## config.mk

```make
export PLATFORM = sky130hd
export DESIGN_NAME = keypad_emulator
export DESIGN_NICKNAME = d
export VERILOG_FILES = /design/src/rtl/keypad_emulator.sv
export SDC_FILE = /design/constraint.sdc
export NUM_CORES = 1
export LEC_CHECK = 0
export BUFFER_PORTS_ARGS = -buffer_cell sky130_fd_sc_hd__buf_2
export CORE_ASPECT_RATIO = 1.5
export CORE_UTILIZATION = 35
export CTS_BUF_LIST = sky130_fd_sc_hd__clkbuf_4 sky130_fd_sc_hd__clkbuf_8
export CTS_CLUSTER_DIAMETER = 50
export DETAILED_ROUTE_END_ITERATION = 8
export GPL_ROUTABILITY_DRIVEN = 1
export PLACE_DENSITY = 0.51
export SYNTH_ARGS = -nofsm -noshare
export SYNTH_HDL_FRONTEND = slang
export SYNTH_SLANG_ARGS = --single-unit
export TNS_END_PERCENT = 50
```

## constraint.sdc

```tcl
create_clock -name CLOCK_50 -period 2.4 [get_ports CLOCK_50]
set_input_delay 0 -clock CLOCK_50 [delete_from_list [all_inputs] [get_ports CLOCK_50]]
set_output_delay 0 -clock CLOCK_50 [all_outputs]
set_load 0.01 [all_outputs]
```

## src/rtl/keypad_emulator.sv

```systemverilog
// Keypad emulator: answers a 4x4 matrix scanner with active-low row returns for one commanded key,
// running press, optional pseudo-random contact bounce, hold, release bounce and an open gap.
module keypad_emulator #(
    parameter int          BOUNCE_CYCLES = 2000,
    parameter int          GAP_CYCLES    = 20000,
    parameter logic [15:0] LFSR_SEED     = 16'hACE1
) (
    input  logic        CLOCK_50,
    input  logic        Reset,
    input  logic        cmd_valid,
    output logic        cmd_ready,
    input  logic [3:0]  cmd_key,
    input  logic [23:0] cmd_hold,
    input  logic        cmd_bounce,
    input  logic [3:0]  cols_n,
    output logic [3:0]  rows_n,
    output logic        pressed,
    output logic        busy,
    output logic        done
);

    localparam logic [23:0] BOUNCE_LOAD = 24'(BOUNCE_CYCLES - 1);
    localparam logic [23:0] GAP_LOAD    = 24'(GAP_CYCLES - 1);

    typedef enum logic [2:0] {IDLE, PB, HOLD, RB, GAP} state_t;

    state_t      state_q;
    logic [23:0] cnt_q;
    logic [5:0]  subCnt_q;
    logic [15:0] lfsr_q;
    logic [23:0] hold_q;
    logic        bounce_q;
    logic [1:0]  row_q;
    logic [1:0]  col_q;
    logic        pressed_q;
    logic        done_q;
    logic [3:0]  rows_q;

    logic [1:0]  keyRow;
    logic [1:0]  keyCol;
    logic        lfsrFb;
    logic        colActive;

    // A zero hold still closes the contact for one clock.
    function automatic logic [23:0] holdLoad(input logic [23:0] h);
        return (h == 24'd0) ? 24'd0 : h - 24'd1;
    endfunction

    always_comb begin
        keyRow = 2'd0;
        keyCol = 2'd0;
        case (cmd_key)
            4'h1: begin keyRow = 2'd0; keyCol = 2'd0; end
            4'h2: begin keyRow = 2'd0; keyCol = 2'd1; end
            4'h3: begin keyRow = 2'd0; keyCol = 2'd2; end
            4'hA: begin keyRow = 2'd0; keyCol = 2'd3; end
            4'h4: begin keyRow = 2'd1; keyCol = 2'd0; end
            4'h5: begin keyRow = 2'd1; keyCol = 2'd1; end
            4'h6: begin keyRow = 2'd1; keyCol = 2'd2; end
            4'hB: begin keyRow = 2'd1; keyCol = 2'd3; end
            4'h7: begin keyRow = 2'd2; keyCol = 2'd0; end
            4'h8: begin keyRow = 2'd2; keyCol = 2'd1; end
            4'h9: begin keyRow = 2'd2; keyCol = 2'd2; end
            4'hC: begin keyRow = 2'd2; keyCol = 2'd3; end
            4'hE: begin keyRow = 2'd3; keyCol = 2'd0; end
            4'h0: begin keyRow = 2'd3; keyCol = 2'd1; end
            4'hF: begin keyRow = 2'd3; keyCol = 2'd2; end
            4'hD: begin keyRow = 2'd3; keyCol = 2'd3; end
            default: begin keyRow = 2'd0; keyCol = 2'd0; end
        endcase
    end

    // Column 0 is cols_n bit 3, so the latched column indexes from the top.
    assign colActive = ~cols_n[2'd3 - col_q];
    assign lfsrFb    = lfsr_q[15] ^ lfsr_q[13] ^ lfsr_q[12] ^ lfsr_q[10];

    always_ff @(posedge CLOCK_50) begin
        if (Reset) begin
            state_q   <= IDLE;
            cnt_q     <= 24'd0;
            subCnt_q  <= 6'd0;
            lfsr_q    <= LFSR_SEED;
            hold_q    <= 24'd0;
            bounce_q  <= 1'b0;
            row_q     <= 2'd0;
            col_q     <= 2'd0;
            pressed_q <= 1'b0;
            done_q    <= 1'b0;
            rows_q    <= 4'hF;
        end else begin
            lfsr_q <= {lfsr_q[14:0], lfsrFb};
            done_q <= 1'b0;
            rows_q <= (pressed_q && colActive) ? ~(4'b1000 >> row_q) : 4'hF;
            case (state_q)
                IDLE: begin
                    if (cmd_valid) begin
                        row_q     <= keyRow;
                        col_q     <= keyCol;
                        hold_q    <= cmd_hold;
                        bounce_q  <= cmd_bounce;
                        pressed_q <= 1'b1;
                        if (cmd_bounce) begin
                            state_q  <= PB;
                            cnt_q    <= BOUNCE_LOAD;
                            subCnt_q <= lfsr_q[5:0];
                        end else begin
                            state_q <= HOLD;
                            cnt_q   <= holdLoad(cmd_hold);
                        end
                    end
                end
                PB, RB: begin
                    if (cnt_q == 24'd0) begin
                        if (state_q == PB) begin
                            state_q   <= HOLD;
                            pressed_q <= 1'b1;
                            cnt_q     <= holdLoad(hold_q);
                        end else begin
                            state_q   <= GAP;
                            pressed_q <= 1'b0;
                            cnt_q     <= GAP_LOAD;
                            done_q    <= (GAP_CYCLES == 1);
                        end
                    end else begin
                        cnt_q <= cnt_q - 24'd1;
                        if (subCnt_q == 6'd0) begin
                            pressed_q <= ~pressed_q;
                            subCnt_q  <= lfsr_q[5:0];
                        end else begin
                            subCnt_q <= subCnt_q - 6'd1;
                        end
                    end
                end
                HOLD: begin
                    if (cnt_q == 24'd0) begin
                        pressed_q <= 1'b0;
                        if (bounce_q) begin
                            state_q  <= RB;
                            cnt_q    <= BOUNCE_LOAD;
                            subCnt_q <= lfsr_q[5:0];
                        end else begin
                            state_q <= GAP;
                            cnt_q   <= GAP_LOAD;
                            done_q  <= (GAP_CYCLES == 1);
                        end
                    end else begin
                        cnt_q <= cnt_q - 24'd1;
                    end
                end
                GAP: begin
                    if (cnt_q == 24'd0) begin
                        state_q <= IDLE;
                    end else begin
                        cnt_q  <= cnt_q - 24'd1;
                        done_q <= (cnt_q == 24'd1);
                    end
                end
                default: state_q <= IDLE;
            endcase
        end
    end

    assign cmd_ready = (state_q == IDLE);
    assign busy      = ~cmd_ready;
    assign pressed   = pressed_q;
    assign done      = done_q;
    assign rows_n    = rows_q;

endmodule

```

Yosys cells after proc, flatten, opt, wreduce, memory -nomap -nowiden
Memories as Yosys holds them, arrays and structs flattened. A register that Yosys moved wholly into a read port is not among the register bits.
Index checks and enable logic that the tools add are counted.
{ "word_totals": {"regBits": 80, "rom_bits": 64, "inputBits": 36, "word_cells": 89, "memories": 1} }
{ "memory_table": {"columns": ["memory", "depth", "width", "rd", "rd_clocked_by_memory_dff", "write_ports", "line", "text"], "rows": [
  ["(name not given)", 16, 4, 1, 1, 0, "52", "case (cmd_key)"]
]} }
{ "op_classes": {"addsub": 5, "n_lt_le_gt_ge": 1, "eq_ne": 14, "n_shift": 1, "n_mux": 33, "n_bitwise": 9, "n_reduce_logical": 16} }
{ "op_table": {"columns": ["operator", "count"], "rows": [
  ["24-bit two-way mux", 8],
  ["24-bit case mux with 4 select lines", 1],
  ["24-bit logical NOT", 3],
  ["24-bit by 1-bit subtractor with 24-bit output (second input constant)", 3],
  ["6-bit two-way mux", 6],
  ["24-bit by 1-bit == test with 1-bit output (second input constant)", 1],
  ["3-bit two-way mux", 6],
  ["6-bit case mux with 3 select lines", 1],
  ["15-bit two-way mux", 1],
  ["2-bit != test (second input constant)", 7],
  ["3-bit case mux with 4 select lines", 1],
  ["4-bit AND reduction", 2],
  ["3-bit by 2-bit == test with 1-bit output (second input constant)", 2],
  ["6-bit logical NOT", 1],
  ["1-bit two-way mux", 6],
  ["6-bit AND reduction", 1],
  ["6-bit by 1-bit subtractor with 6-bit output (second input constant)", 1],
  ["1-bit inverter", 5],
  ["4-bit inverter", 1],
  ["4-bit nonzero test", 1],
  ["2-bit OR reduction", 2],
  ["4-bit by 2-bit right shift with 4-bit output (first input constant)", 1],
  ["3-bit by 1-bit == test with 1-bit output (second input constant)", 1],
  ["3-bit == test (second input constant)", 1],
  ["14 further kinds", 16]
]} }

Logic depth before layout (Yosys ltp)
{ "logic_depth": {"depth_word": 7, "ltp_mapped": 9, "mapped_depth_nobuf": 8} }

Least setup slack after synthesis
Ideal clock, no wire load.
{ "synth_timing": {"kind": "register to register", "start": "register cnt_q[4]", "end": "register cnt_q[20]", "setup_ps": 125, "t_arrival_ps": 2285, "required_ps": 2275, "setup_slack_ps": -10, "path_stages_with_launch": 8, "path_buffers": 1, "path_cell_list": "dfxtp_1 > or4_1 > buf_6 > or4_4 > o21ai_4 > and2_4 > nor4_1 > o41a_1"} }
{ "synth_between": {"elab_chain_len": 3} }
{ "synth_rtl": {"columns": ["element", "line", "text"], "rows": [
  ["from (decl)", "28", "logic [23:0] cnt_q;"],
  ["from (signal assigned)", "108", "cnt_q <= holdLoad(cmd_hold);"],
  ["from (signal assigned)", "117", "cnt_q <= holdLoad(hold_q);"],
  ["from (signal assigned)", "125", "cnt_q <= cnt_q - 24'd1;"],
  ["24-bit by 1-bit subtractor with 24-bit output or 24-bit logical NOT (tied branches)", null, null],
  ["24-bit two-way mux, or another cell as far along", "151", "if (cnt_q == 24'd0) begin"],
  ["24-bit case mux with 4 select lines or 3-bit AND reduction (tied branches)", null, null]
]} }
Several ways; a longest one is shown, not always the timed one. The select of a mux whose other input is x is not followed.
A chain may end at the register's enable or synchronous reset.

Final worst setup path
{ "layout_timing": {"start": "register cnt_q[7]", "end": "register cnt_q[2]"} }
{ "layout_between": {"elab_chain_len": 3} }
{ "layout_rtl": {"columns": ["element", "line", "text"], "rows": [
  ["24-bit logical NOT *", "113, 135, 151", null],
  ["24-bit two-way mux, or another cell as far along", "135", "if (cnt_q == 24'd0) begin"],
  ["24-bit case mux with 4 select lines or 3-bit AND reduction (tied branches)", null, null]
]} }
Mark *: on every way between the ends. The rest lies on a longest branch, timed or not.

==> reports/summary.txt <==
Syn Nets - 782
CP max stage cell - or4_4
Max VDD drop - 303 µV
DP HPWL - 16500 µm
most common cell after layout, fill and taps aside - buf_4
final setup margin - -0.0842 ns
Final Hold Fails - 0
met1 wire length - 7990 µm
reg-to-reg endpoint - cnt_q[2]
area grow syn2layout - 36.3%
Post-synth EDFFs - 0
mean area per synthesized cell - 7.49 µm²
standard-cell rows - 55
fin crit share - 1.04
Distinct cells, synth - 72
DRC viols - 0
Max Clock Freq - 403 MHz
RSZ-0062 raised after global routing - true
GPL Wtd Cong - 1.00
area share of the largest cell type after synthesis - 0.305
Seq/Total Area, Yosys - 0.305
Routed Antenna Nets - 0
# setup viols final - 10
Max Cap Violations - 0
Data arrival, critical path - 2.71 ns
Clock Sinks - 84
later-pin clock latency in the skew report - 0.38 ns
r2r startpoint - cnt_q[7]
die height - 156 µm
fin cells - 1110
synthesis warning total - 0
first-pass GRT wire length - 33200 µm
Slew HR - 0.493
Die Wd - 105 µm
CP max stage delay - 0.58 ns
Static Leak - 2.95 nW
Root Buffer - clkbuf_8
Reg2Reg Setup Slack - -0.08 ns
top post-synthesis cells by area - dfxtp_1 (30%), nand2_1 (6.3%), a21oi_1 (5.6%)
GRT Util Overall - 0.266
total gr overflow - 0
Synth Instances - 737
crit path kind - reg2reg
outcome - complete, but fails checks
CTS tree - done
Core Region - 15300 µm²
final core utilization - 0.492
FF+latch count, synth - 84
die footprint - 16300 µm²
Detailed Route WL - 21200 µm
Fin Setup TNS - -0.378 ns
crit path launch type - register
Ports - 44
crit path to - cnt_q[2]
Initial DRC Count - 323
H-Tree Level Count - 3
IO buf count - 43
cts bufs inserted - 9
CP max FO - 4
maximum number of pins on one net before global-route repair - 67
Initial Util - 0.361
post-synthesis instance area - 5520 µm²
most used cell, CP - or4_4
WL met3 - 729 µm
Initial DRT Pass Iterations - 5
worst path cell trace - or4_4 > or4_4 > nor2_2 > o21ai_0 > a211oi_1 > a211oi_2
met2 wire length - 11300 µm
CP endpoint kind - register
Design Area, Final - 7520 µm²
Vias/cell - 5.60
via count - 6214
WL/cell - 19.1 µm
final net count - 951
vias in the first global route - 6200
largest delay contributor family on the critical path - simple AND/OR/NAND/NOR gates
share of cells above drive strength 1 - 0.280
initial antenna violation count - 0
Main synth FF type - dfxtp_1
worst slew pin tran - 0.760 ns
Reg2Reg Depth - 6
most frequent cells in the layout - buf_4 (123), nand2_1 (91), dfxtp_1 (81)
fin crit period - 2.48 ns
worst min path class - in2reg
PD cells - 627 nW/µm²
Critical Path RT - 2.63 ns
area of placed instances - 6770 µm²
Inst Count DP - 1063
Max Root-Sink Buffers - 2
failing checks - setup timing
diodes inserted - 0
CP Depth - 6
Max Clock Skew - 0.0168 ns
max-slew violation count - 0
highest routed metal layer - met4
launch point of the worst path - cnt_q[7]
clk slew on worst S/H paths - 0.10 ns
CP bufs+invs - 0
Post-synth ARST share - 0
most area-hungry cell type in the Yosys netlist - dfxtp_1
[flip-flops by register name, summed over array words and instances (netlist names)]
register / flops
cnt_q: 24
hold_q: 24
lfsr_q: 16
subCnt_q: 6
rows_n: 4
state_q: 3
col_q: 2
row_q: 2
bounce_q: 1
done: 1
pressed: 1
[cells in the mapped netlist (13+ instances only)]
cell	instances
a21oi_1	62
xnor2_1	16
a211oi_1	14
nor4_1	22
nand3_1	20
nor2_1	69
nand2_1	93
inv_1	17
nor3_1	31
xor2_1	33
o21ai_0	48
nor2b_1	13
clkbuf_1	36
dfxtp_1	84
[report_power, final]
part           switching, mW  internal, mW
logic                   1.08         0.860
clock network          0.568         0.558
registers              0.127          1.52
[layer usage]
layer,vias to the layer above,GRT usage
met5,-,0
met4,0,0.170
met3,78,0.0226
met2,178,0.513
met1,2928,0.273
li1,3030,-
[how the worst min path moves through the flow]
stage	start	to	slack, ns	cells after the start
3_3_place_gp	cmd_hold[20]	hold_q[20]	0.27	3
3_5_place_dp	cmd_hold[16]	hold_q[16]	0.28	3
6_report	cols_n[3]	rows_n[0]	0.02	5
5_1_grt	cols_n[1]	rows_n[2]	0.06	4
2_1_floorplan	cmd_bounce	bounce_q	0.14	2
4_1_cts	cols_n[3]	rows_n[0]	0.02	5
[area by class of cell]
type / instances / area, µm²
clock buffer: 12 / 159
clock inverter: 4 / 55.1
fill: 1583 / 7760
inverter: 17 / 63.8
multi-input combinational: 595 / 3830
sequential: 84 / 1690
tap: 199 / 249
timing repair buffer: 199 / 1480
[tightest hold or removal path, delay by kind of cell]
kind                   cells  cell delay (ns)
and+or+nand+nor            2             0.15
AOI/OAI and AO/OA          1             0.07
muxes                      1             0.06
buffers and inverters      1             0.08
[metrics by stage]
stage                     hold slack (ns)  worst slack, ns  power (mW)
after floorplan                     0.136          0.00209        2.64
after global placement              0.271           -0.163        3.44
after detailed placement            0.280           -0.172        3.45
after CTS                          0.0234          -0.0289        4.66
after global routing               0.0616           -0.117        4.97
final                              0.0186          -0.0842        4.72
[what timing repair did]
item / in CTS / in global routing
gates cloned: 0 / 0
buffers inserted: 2 / 2
hold buffers: 27 / 0
setup endpoints to repair: 33 / 31
hold endpoints to repair: 26 / 0
pin swaps: 15 / 19
gates resized for setup: 24 / 31
[cell families (layout without fill, tap and decap cells)]
logic type	Yosys count	after routing	synth area share
simple gates	329	329	0.307
compound gates	200	200	0.232
flops	84	84	0.305
buf+inv	58	232	0.0426
xor+xnor	49	49	0.0778
fa+ha+maj	9	9	0.0204
mux	8	8	0.0152
Power figures use the tool's default switching activity.
